===== config.mk =====
export PLATFORM = sky130hd
export DESIGN_NAME = fft_out_rd_ctrl
export DESIGN_NICKNAME = d
export VERILOG_FILES = /design/src/rtl/fft_out_rd_ctrl.sv
export SDC_FILE = /design/constraint.sdc
export NUM_CORES = 1
export LEC_CHECK = 0
export BUFFER_PORTS_ARGS = -buffer_cell sky130_fd_sc_hd__buf_2
export CAP_MARGIN = 25
export CORE_MARGIN = 2
export CORE_UTILIZATION = 40
export DETAILED_ROUTE_END_ITERATION = 8
export GPL_TIMING_DRIVEN = 0
export PLACE_DENSITY = 0.66
export SLEW_MARGIN = 20
export SYNTH_ARGS = -nofsm -noshare
export SYNTH_HDL_FRONTEND = slang
export SYNTH_SLANG_ARGS = --single-unit
export TNS_END_PERCENT = 30

===== constraint.sdc =====
create_clock -name clk -period 2.3 [get_ports clk]
set_clock_uncertainty 0.1 [all_clocks]
set_input_delay 0.46 -clock clk [delete_from_list [all_inputs] [get_ports clk]]
set_output_delay 0.46 -clock clk [all_outputs]
set_load 0.005 [all_outputs]

===== src/rtl/fft_out_rd_ctrl.sv =====
// FFT output read controller: walks a frame of N points out of 64 banks
// in natural or bit-reversed order and aligns bank select with read data.
`ifndef BANK_WIDTH
`define BANK_WIDTH 6
`endif
`ifndef DATA_WIDTH
`define DATA_WIDTH 32
`endif

module fft_out_rd_ctrl #(
    parameter int N_LOG2     = 12,
    parameter int RD_LATENCY = 1
) (
    input  logic                         clk,
    input  logic                         rst,
    input  logic                         start,
    input  logic                         bit_rev,
    input  logic                         hold,
    output logic                         rd_en,
    output logic [N_LOG2-`BANK_WIDTH-1:0] rd_bank_addr,
    output logic [`BANK_WIDTH-1:0]       sel,
    input  logic [`DATA_WIDTH-1:0]       Q_in,
    output logic [`DATA_WIDTH-1:0]       data_out,
    output logic                         out_valid,
    output logic                         out_last,
    output logic                         busy,
    output logic                         done
);

    localparam int BW = `BANK_WIDTH;
    localparam int L  = RD_LATENCY;
    localparam logic [N_LOG2-1:0] KMAX = '1;

    typedef enum logic [1:0] {
        IDLE,
        ISSUE,
        DRAIN
    } state_t;

    state_t            state;
    state_t            state_nx;
    logic [N_LOG2-1:0] k;
    logic [N_LOG2-1:0] addr;
    logic              rev;
    logic              issue;

    logic [L-1:0]         vld_p;
    logic [L-1:0]         last_p;
    logic [L-1:0][BW-1:0] bank_p;

    function automatic logic [N_LOG2-1:0] bit_reverse(
        input logic [N_LOG2-1:0] v
    );
        logic [N_LOG2-1:0] r;
        for (int i = 0; i < N_LOG2; i++) begin
            r[i] = v[N_LOG2-1-i];
        end
        return r;
    endfunction

    always_comb begin
        state_nx = state;
        issue    = 1'b0;
        unique case (state)
            IDLE: begin
                if (start) state_nx = ISSUE;
            end
            ISSUE: begin
                if (!hold) begin
                    issue = 1'b1;
                    if (k == KMAX) state_nx = DRAIN;
                end
            end
            DRAIN: begin
                if (out_last) state_nx = IDLE;
            end
            default: state_nx = IDLE;
        endcase
    end

    assign addr         = rev ? bit_reverse(k) : k;
    assign rd_en        = issue;
    assign rd_bank_addr = addr[N_LOG2-1:BW];
    assign busy         = (state != IDLE);
    assign done         = out_last;
    assign sel          = bank_p[L-1];

    always_ff @(posedge clk) begin
        if (rst) begin
            state <= IDLE;
            k     <= '0;
            rev   <= 1'b0;
        end else begin
            state <= state_nx;
            if (state == IDLE && start) begin
                k   <= '0;
                rev <= bit_rev;
            end else if (issue) begin
                k <= k + 1'b1;
            end
        end
    end

    // Bank index only advances with a valid read so sel holds when idle.
    always_ff @(posedge clk) begin
        if (rst) begin
            vld_p  <= '0;
            last_p <= '0;
            bank_p <= '0;
        end else begin
            vld_p[0]  <= issue;
            last_p[0] <= issue && (k == KMAX);
            if (issue) bank_p[0] <= addr[BW-1:0];
            for (int i = 1; i < L; i++) begin
                vld_p[i]  <= vld_p[i-1];
                last_p[i] <= last_p[i-1];
                if (vld_p[i-1]) bank_p[i] <= bank_p[i-1];
            end
        end
    end

    always_ff @(posedge clk) begin
        if (rst) begin
            data_out  <= '0;
            out_valid <= 1'b0;
            out_last  <= 1'b0;
        end else begin
            out_valid <= vld_p[L-1];
            out_last  <= vld_p[L-1] && last_p[L-1];
            if (vld_p[L-1]) data_out <= Q_in;
        end
    end

endmodule


==> metrics.md, run 1 <==
| Metric | Value |
|---|---|
| Yosys reg bits | `57` |
| Drt first-iter violations | `30` |
| Die extent in y | `just under 80 um` |
| RePlAce Congestion | `0.752` |
| Overflow after GRT | `0` |
| Cell variety after synth | `31` |
| Drt wl/cell | `12.0 um` |
| Measured slew at the worst slew-check pin | `0.468 ns` |
| Row count | `27` |
| GRT Resource Usage Total | `16.6%` |
| PortBufs | `85` |
| Die width | `between 70 and 80 um` |
| Final hold violation count | `0` |
| CTS max path bufs | `2` |
| CTS buffer count | `9` |
| Final antenna diode count | `0` |
| Final WL | `roughly 4.9 mm` |
| ANT nets after route | `0` |
| Slowest CP cell | `or3b_1` |
| Hold Buf Count CTS | `0` |
| Cell count after synthesis | `235` |
| WP data required | `1.74 ns` |
| Placement Setup Slack | `just under 0.06 ns` |
| Final worst path period share | `~94%` |
| Outcome | `complete, no violations` |
| Clk Latency, worst-skew pair | `between 0.3 and 0.4 ns` |
| Routed vias | `between 1500 and 2000` |
| Cell Chain, Critical Path | `or3b_1 > clkinv_1 > clkbuf_4 > buf_2` |
| Core ar. | `0.00551 sq mm` |
| Die area | `approximately 0.0063 sq mm` |
| Crit end category | `primary output` |
| Pin count of the biggest net entering global routing | `11` |
| Layout area overhead | `32.3%` |
| RSZ-0062 raised after global routing | `no` |
| Clock tree from TritonCTS | `done` |
| Fin util | `54.9%` |
| Pleak | `0.00134 uW` |
| Drt pass-1 iters | `4` |
| Clock sinks | `57` |
| Via/cell ratio | `4.64` |
| First-pass GRT wire length | `about 8.2 mm` |
| Bufs and invs on worst path | `3` |
| Max-slew violations | `0` |
| Initial antenna violation count | `0` |
| Commonest non-fill, non-tap cell in the layout | `buf_2` |
| Yosys top cell by area | `dfxtp_1` |
| H-tree levels | `3` |
| CP top delay family | `buffers and inverters` |
| Final worst slack | `0.129 ns` |
| HP Class | `input pin to flop` |
| Crit-path max FO | `10` |
| Mean Syn Cell Area | `approximately 9.7 sq um` |
| Mapped Nets | `between 200 and 300` |
| CP peak stage delay | `0.39 ns` |
| Clock slew at reported path FFs | `0.06 ns` |
| Register area share after synthesis | `between 40% and 50%` |
| Pwr Density | `728 mW/mm^2` |
| Crit Path Category | `flop to primary output` |
| Vias in the first global route | `1790` |
| Post-DP HPWL | `3.51 mm` |
| Worst slew margin | `68.8%` |
| Max Fclk | `between 0.4 and 0.5 GHz` |
| Max VDD drop | `0.449 mV` |
| Largest cells by area after synthesis | `dfxtp_1, mux2i_1, nor2_1, xnor2_1, mux2_2` |
| Arrival time worst endpoint | `1.61 ns` |
| Final min period | `2.17 ns` |
| Setup TNS Final | `0 ns` |
| Most frequent cells in the layout | `buf_2, dfxtp_1, nor2_1` |
| Root Driver | `clkbuf_8` |
| # nets final | `368` |
| # IOs | `86` |
| Synth Cell Area | `around 0.0023 sq mm` |
| CP startpoint kind | `flop` |
| Setup Viol. Count Final | `0` |
| Post-route DRC | `0` |
| Area fraction of the dominant cell type after synthesis | `49.9%` |
| Initial Util | `roughly two fifths` |
| Fraction of layout cells with a size suffix above 1 | `between 30 and 40%` |
| Synth warn | `0` |
| Max-cap viol count | `0` |
cell type report:
| class | instances | area (sq um) |
|---|---|---|
| multi-input cells | 151 | 1000 |
| inverters | 4 | 15.0 |
| plain buffers | 22 | 134 |
| fillers | 538 | 2480 |
| clock buffers | 13 | 179 |
| flip-flops and latches | 57 | 1140 |
| repair buffers | 85 | 425 |
| well taps | 72 | 90.1 |
| clock inverters | 2 | 35.0 |
registers in the layout, indices dropped and copies added, names as in the netlist:
register and cells:
data_out 32, k 12, sel 6, state 2
done 1, last_p 1, out_valid 1, rev 1
vld_p 1
report_power, final:
part	internal (uW)	switching (uW)	leakage, uW
combinational	91.9	90.9	0.000762
sequential	1020	17.2	0.000462
clock	611	370	0.000112
per-stage QoR:
stage / hold WS, ns / instance area [sq um] / std cells / power [uW]
floorplan: 0.306 / 2280 / 235 / 1160
global placement: 0.309 / 2800 / 392 / 1240
detailed placement: 0.316 / 2800 / 392 / 1240
CTS: 0.212 / 3020 / 406 / 2230
global route: 0.210 / 3020 / 406 / 2300
finish: 0.222 / 3020 / 406 / 2200
per-layer routing:
metal / track usage, % / vias to the layer above / wire length, um
met4: 6.72 / 0 / 80
li1: - / 971 / -
met3: 5.54 / 8 / 340
met5: 0 / - / 0
met2: 26.6 / 62 / 2170
met1: 20.5 / 844 / 2290
cells by family after synthesis:
family          Yosys count  synth area share (%)
compound gates           12                  3.56
xor+xnor                 10                  3.83
fa+ha+maj                 1                 0.548
buf+inv                  27                  6.13
flops                    57                  49.9
mux                      45                  20.0
simple gates             83                  15.9
repair_timing:
action / in CTS / in global routing
setup endpoints to repair: 6 / 1
buffers inserted: 0 / 0
gates resized for setup: 3 / 1
Yosys cell counts (all sizes together):
cell type	number
a211oi	6
a21oi	2
a22o	1
and2	1
buf	13
clkbuf	10
clkinv	1
dfxtp	57
ha	1
inv	3
mux2	6
mux2i	39
nand2	7
nand3	4
nand3b	1
nand4	4
nor2	55
nor2b	1
nor3	3
nor4	3
o21ai	2
o31ai	1
or2	1
or3b	1
or4	1
or4b	1
xnor2	8
xor2	2
worst reg2reg max path: stages (launching register included):
cell	delay [ns]
dfxtp_1	0.32
or2_2	0.31
o21ai_0	0.36
clkbuf_1	0.42
nor2_1	0.10
path summary, 6_finish.rpt:
kind / slack [ns] / start / to / cells past startpoint
worst max-delay path: 0.13 / state[0] / rd_en / 4
worst min-delay path: 0.22 / hold / vld_p / 2
worst max register to register: 0.55 / state[1] / k[9] / 4
worst min register to register: 0.33 / last_p / done / 1
(Power assumes the default switching activity.)
==> inputs of run 2 (changes only) <==
CORE_ASPECT_RATIO = 1.4   (was default)
MAX_ROUTING_LAYER = met4   (was default)
==> metrics.md, run 2 (synthesis gave the netlist of run 1 again) <==
| Metric | Value |
|---|---|
| GRT Resource Usage Total | `16.2% (-0.45 points)` |
| Power Total | `2100 uW (-4.7%)` |
| Vias in the first global route | `1712 (-4.4%)` |
| Met2 usage | `25.0% (-1.6 points)` |
| Setup repair bufs after CTS | `0 (unchanged)` |
| Setup TNS Final | `0 ns (unchanged)` |
| Pleak | `0.00132 uW (-1.0%)` |
| CP startpoint kind | `flop` |
| Initial antenna violation count | `0 (unchanged)` |
| Clock tree from TritonCTS | `done` |
| Worst reg2reg path depth | `4 (unchanged)` |
| HP Class | `input pin to flop` |
| Clock sinks | `57 (unchanged)` |
| Die extent in y | `93.4 um (+17%)` |
| First-pass GRT wire length | `7.49 mm (-8.4%)` |
| Crit end category | `primary output` |
| Fraction of layout cells with a size suffix above 1 | `36.0% (-0.19 points)` |
| CTS buffer count | `9 (unchanged)` |
| Most flops, register | `data_out` |
| Placed Cells | `388 (-1.0%)` |
| Measured slew at the worst slew-check pin | `0.504 ns (+0.0363 ns)` |
| Final min period | `2.21 ns (+0.0343 ns)` |
| Commonest non-fill, non-tap cell in the layout | `buf_2` |
| Final hold violation count | `0 (unchanged)` |
| Worst slew margin | `66.4% (-2.4 points)` |
| Final worst path period share | `95.9% (+1.5 points)` |
| # IOs | `86 (unchanged)` |
| Final WL | `4.73 mm (-3.1%)` |
| Max-cap viol count | `0 (unchanged)` |
| WP data required | `1.74 ns (about the same)` |
| Slowest CP cell | `or3b_1` |
| Hold Buf Count CTS | `0 (unchanged)` |
| Outcome | `complete, no violations` |
| Drt first-iter violations | `89 (+200%)` |
| Clock slew at reported path FFs | `0.06 ns (about the same)` |
| Root Driver | `clkbuf_8` |
| ANT nets after route | `0 (unchanged)` |
| H-tree levels | `3 (unchanged)` |
| Final antenna diode count | `0 (unchanged)` |
| # nets final | `368 (unchanged)` |
| Setup Viol. Count Final | `0 (unchanged)` |
| Pwr Density | `702 mW/mm^2 (-3.6%)` |
| Max reg flops | `32 (unchanged)` |
| Crit-path max FO | `10 (unchanged)` |
| Drt pass-1 iters | `4 (unchanged)` |
| Post-DP HPWL | `3.51 mm (about the same)` |
| Layout area overhead | `30.7%` |
| Routed vias | `1876 (-0.48%)` |
| Most frequent cells in the layout | `buf_2, dfxtp_1, nor2_1` |
| Arrival time worst endpoint | `1.65 ns (+0.04 ns)` |
| Post-route DRC | `0 (unchanged)` |
| Drt wl/cell | `11.8 um (-1.9%)` |
| GR peak layer | `met2` |
| Grt met1 use | `19.0% (-1.5 points)` |
| Clk Latency, worst-skew pair | `0.33 ns (about the same)` |
| WHS Path Cells | `2 (unchanged)` |
| PortBufs | `85 (unchanged)` |
| RePlAce Congestion | `0.791 (+5.2%)` |
| Met3 Usage GRT | `5.05% (-0.49 points)` |
| Crit Path Category | `flop to primary output` |
| Via/cell ratio | `4.68 (+0.76%)` |
| Core ar. | `0.00553 sq mm (+0.34%)` |
| Die area | `0.00634 sq mm (+0.14%)` |
| Die width | `67.9 um (-15%)` |
| Max VDD drop | `0.388 mV (-14%)` |
| Max Fclk | `0.453 GHz (-1.6%)` |
| Max-slew violations | `0 (unchanged)` |
| Overflow after GRT | `0 (unchanged)` |
| Initial Util | `41.3% (-0.14 points)` |
| Cell Chain, Critical Path | `or3b_1 > clkinv_1 > clkbuf_4 > buf_2` |
| Pin count of the biggest net entering global routing | `11 (unchanged)` |
| CP peak stage delay | `0.40 ns (about the same)` |
| CTS max path bufs | `2 (unchanged)` |
| Row count | `32 (+19%)` |
| Finished Layout Cells | `401 (-1.2%)` |
| RSZ-0062 raised after global routing | `yes` |
run 2: cell count changes in the layout (fill, tap and decap cells not counted):
| cell | change |
|---|---|
| clkinv_2 | +2 |
| clkbuf_8 | -3 |
run 2: critical path, delay by kind of cell (launching register included):
kind / cells / cell delay (ns)
buf+inv: 3 / 0.56
flops: 1 / 0.35
simple gates: 1 / 0.40
run 2: layout make-up:
class | instances | area (sq um)
well taps | 68 | 85.1
multi-input cells | 151 | 1000
inverters | 4 | 15.0
plain buffers | 22 | 134
flip-flops and latches | 57 | 1140
repair buffers | 85 | 425
fillers | 521 | 2540
clock inverters | 4 | 45.0
clock buffers | 10 | 138
run 2: routing by layer:
metal  wire (um)  up-vias
met5           0        -
met4          89        0
met3         337       11
met2        2200       61
met1        2110      835
li1            -      969
run 2: path summary, 6_finish.rpt:
kind | startpoint | endpoint | slack (ns)
worst max-delay path | state[0] | rd_en | 0.09
worst min-delay path | hold | vld_p | 0.21
worst max register to register | state[1] | k[0] | 0.53
worst min register to register | last_p | done | 0.35
run 2: metrics by stage:
| step | worst slack [ns] | area, sq um | util [%] | hold WS (ns) |
|---|---|---|---|---|
| floorplan | 0.378 | 2280 | - | 0.306 |
| global placement | 0.0640 | 2800 | 50.6 | 0.318 |
| detailed placement | 0.0753 | 2800 | 50.6 | 0.329 |
| CTS | 0.0123 | 2990 | 54.1 | 0.196 |
| global route | -0.0316 | 2990 | 54.1 | 0.225 |
| finish | 0.0946 | 2990 | 54.1 | 0.212 |
run 2: repair_timing:
action | in CTS | in global routing
resized for setup | 3 | 1
endpoints found under the hold margin | 0 | 0
setup endpoints to repair | 6 | 7
run 2: power by group:
part | internal, uW | switching (uW)
sequential | 1020 | 16.5
clock | 511 | 366
combinational | 91.9 | 91.4
total | 1620 | 473
==> inputs of run 3 (changes only) <==
CORE_ASPECT_RATIO = 1.25   (was 1.4)
==> metrics.md, run 3 (synthesis gave the netlist of run 1 again) <==
| Metric | Value |
|---|---|
| Finished Layout Cells | `401 (unchanged)` |
| Worst R2R End | `k[4]` |
| Clock tree from TritonCTS | `done` |
| Placed Cells | `384 (-1.0%)` |
| R2R Path Start | `state[1]` |
| Max VDD drop | `0.317 mV (-18%)` |
| Die area | `0.00634 sq mm (about the same)` |
| ANT nets after route | `0 (unchanged)` |
| Max reg flops | `32 (unchanged)` |
| Drt wl/cell | `12.0 um (+1.4%)` |
| Power Total | `2140 uW (+2.4%)` |
| Pleak | `0.00134 uW (+1.4%)` |
| Overflow after GRT | `0 (unchanged)` |
| CTS max path bufs | `2 (unchanged)` |
| Arrival time worst endpoint | `1.63 ns (-0.02 ns)` |
| Drt pass-1 iters | `4 (unchanged)` |
| Placed cell areas | `0.00279 sq mm (-0.18%)` |
| CP startpoint kind | `flop` |
| Routed vias | `1924 (+2.6%)` |
| Initial antenna violation count | `0 (unchanged)` |
| Core ar. | `0.00548 sq mm (-0.82%)` |
| Outcome | `complete, no violations` |
| Worst reg2reg path depth | `4 (unchanged)` |
| Clock sinks | `57 (unchanged)` |
| Cell Chain, Critical Path | `or3b_1 > clkinvlp_4 > clkbuf_4 > buf_2` |
| Hold Path End | `vld_p` |
| Most flops, register | `data_out` |
| PortBufs | `85 (unchanged)` |
| Post-route DRC | `0 (unchanged)` |
| HP Class | `input pin to flop` |
| Max Fclk | `0.456 GHz (+0.60%)` |
| Pwr Density | `710 mW/mm^2 (+1.2%)` |
| Post-DP HPWL | `3.56 mm (+1.3%)` |
| CTS buffer count | `9 (unchanged)` |
| RePlAce Congestion | `0.801 (+1.2%)` |
| Root Driver | `clkbuf_8` |
| Clock slew at reported path FFs | `0.06 ns (about the same)` |
| WP data required | `1.74 ns (about the same)` |
| Final antenna diode count | `0 (unchanged)` |
| Max-slew violations | `0 (unchanged)` |
| Crit end category | `primary output` |
| # nets final | `371 (+0.82%)` |
| WHS Path Cells | `2 (unchanged)` |
| Drt first-iter violations | `82 (-7.9%)` |
| Max-cap viol count | `0 (unchanged)` |
| R2r setup slk | `0.53 ns (about the same)` |
| Final WL | `4.80 mm (+1.4%)` |
| First-pass GRT wire length | `7.66 mm (+2.3%)` |
| Worst hold start | `hold` |
| Final hold violation count | `0 (unchanged)` |
| Layout area overhead | `32.2%` |
| RSZ-0062 raised after global routing | `no` |
| Crit Path Category | `flop to primary output` |
| Measured slew at the worst slew-check pin | `0.489 ns (-0.0147 ns)` |
| Post-route cell area | `0.00302 sq mm (+1.1%)` |
| Die extent in y | `88.5 um (-5.3%)` |
| Fraction of layout cells with a size suffix above 1 | `36.8% (+0.76 points)` |
| Final min period | `2.19 ns (-0.0132 ns)` |
| Commonest non-fill, non-tap cell in the layout | `buf_2` |
| Via/cell ratio | `4.80 (+2.6%)` |
| Pin count of the biggest net entering global routing | `11 (unchanged)` |
| Vias in the first global route | `1717 (+0.29%)` |
| Setup TNS Final | `0 ns (unchanged)` |
| H-tree levels | `3 (unchanged)` |
| GRT Resource Usage Total | `16.3% (+0.15 points)` |
| CP peak stage delay | `0.43 ns (+0.03 ns)` |
| Die width | `71.6 um (+5.5%)` |
| WHS | `0.216 ns (+0.00370 ns)` |
| # IOs | `86 (unchanged)` |
| Crit-path max FO | `10 (unchanged)` |
| Worst slew margin | `67.4% (+0.98 points)` |
| Most frequent cells in the layout | `buf_2, dfxtp_1, nor2_1` |
| Row count | `30 (-6.3%)` |
| Clk Latency, worst-skew pair | `0.33 ns (about the same)` |
| Setup Viol. Count Final | `0 (unchanged)` |
| Slowest CP cell | `or3b_1` |
| Final worst path period share | `95.3% (-0.57 points)` |
| Initial Util | `41.7% (+0.34 points)` |
==> run 3: worst max path at each step <==
stage | from | endpoint | slack [ns]
final | state[0] | rd_en | 0.11
after global routing | state[0] | rd_en | 0.02
after CTS | state[0] | rd_en | 0.02
after detailed placement | rev | rd_bank_addr[0] | 0.06
after global placement | rev | rd_bank_addr[2] | 0.06
after floorplan | rev | rd_bank_addr[0] | 0.38
==> run 3: area by class of cell <==
type	count	area (sq um)
plain buffers	22	134
clock buffers	12	155
clock inverters	3	40.0
fillers	514	2460
inverters	4	18.8
multi-input cells	151	1000
flip-flops and latches	57	1140
well taps	64	80.1
repair buffers	88	448
==> run 3: stage by stage <==
stage / setup slack (ns) / utilization [%]
after floorplan: 0.378 / -
after global placement: 0.0580 / 50.9
after detailed placement: 0.0552 / 50.9
after CTS: 0.0168 / 54.6
after global routing: 0.0182 / 55.1
final: 0.108 / 55.1
==> run 3: metal layers <==
metal  wire [um]  global-route usage [%]  vias up
met5           0                       -        -
met4         111                    8.06        0
met3         327                    5.35       13
met2        2250                    25.3       63
met1        2110                    19.1      869
li1            -                       -      979
==> run 3: power breakdown <==
part / total [uW] / switching (uW) / internal (uW)
clock network: 919 / 369 / 549
registers: 1040 / 17.1 / 1020
logic: 190 / 93.5 / 96.6
==> run 3: worst max-delay path, delay by kind of cell, from the launching register on <==
| family | cells | cell delay, ns |
|---|---|---|
| buffers and inverters | 3 | 0.51 |
| DFF | 1 | 0.36 |
| and+or+nand+nor | 1 | 0.43 |
==> run 3: timing repair <==
| action | in CTS | in global routing |
|---|---|---|
| pin swaps | 0 | 0 |
| hold buffers | 0 | 0 |
| setup endpoints to repair | 6 | 1 |
| resized for setup | 3 | 2 |
| buffers inserted | 0 | 3 |
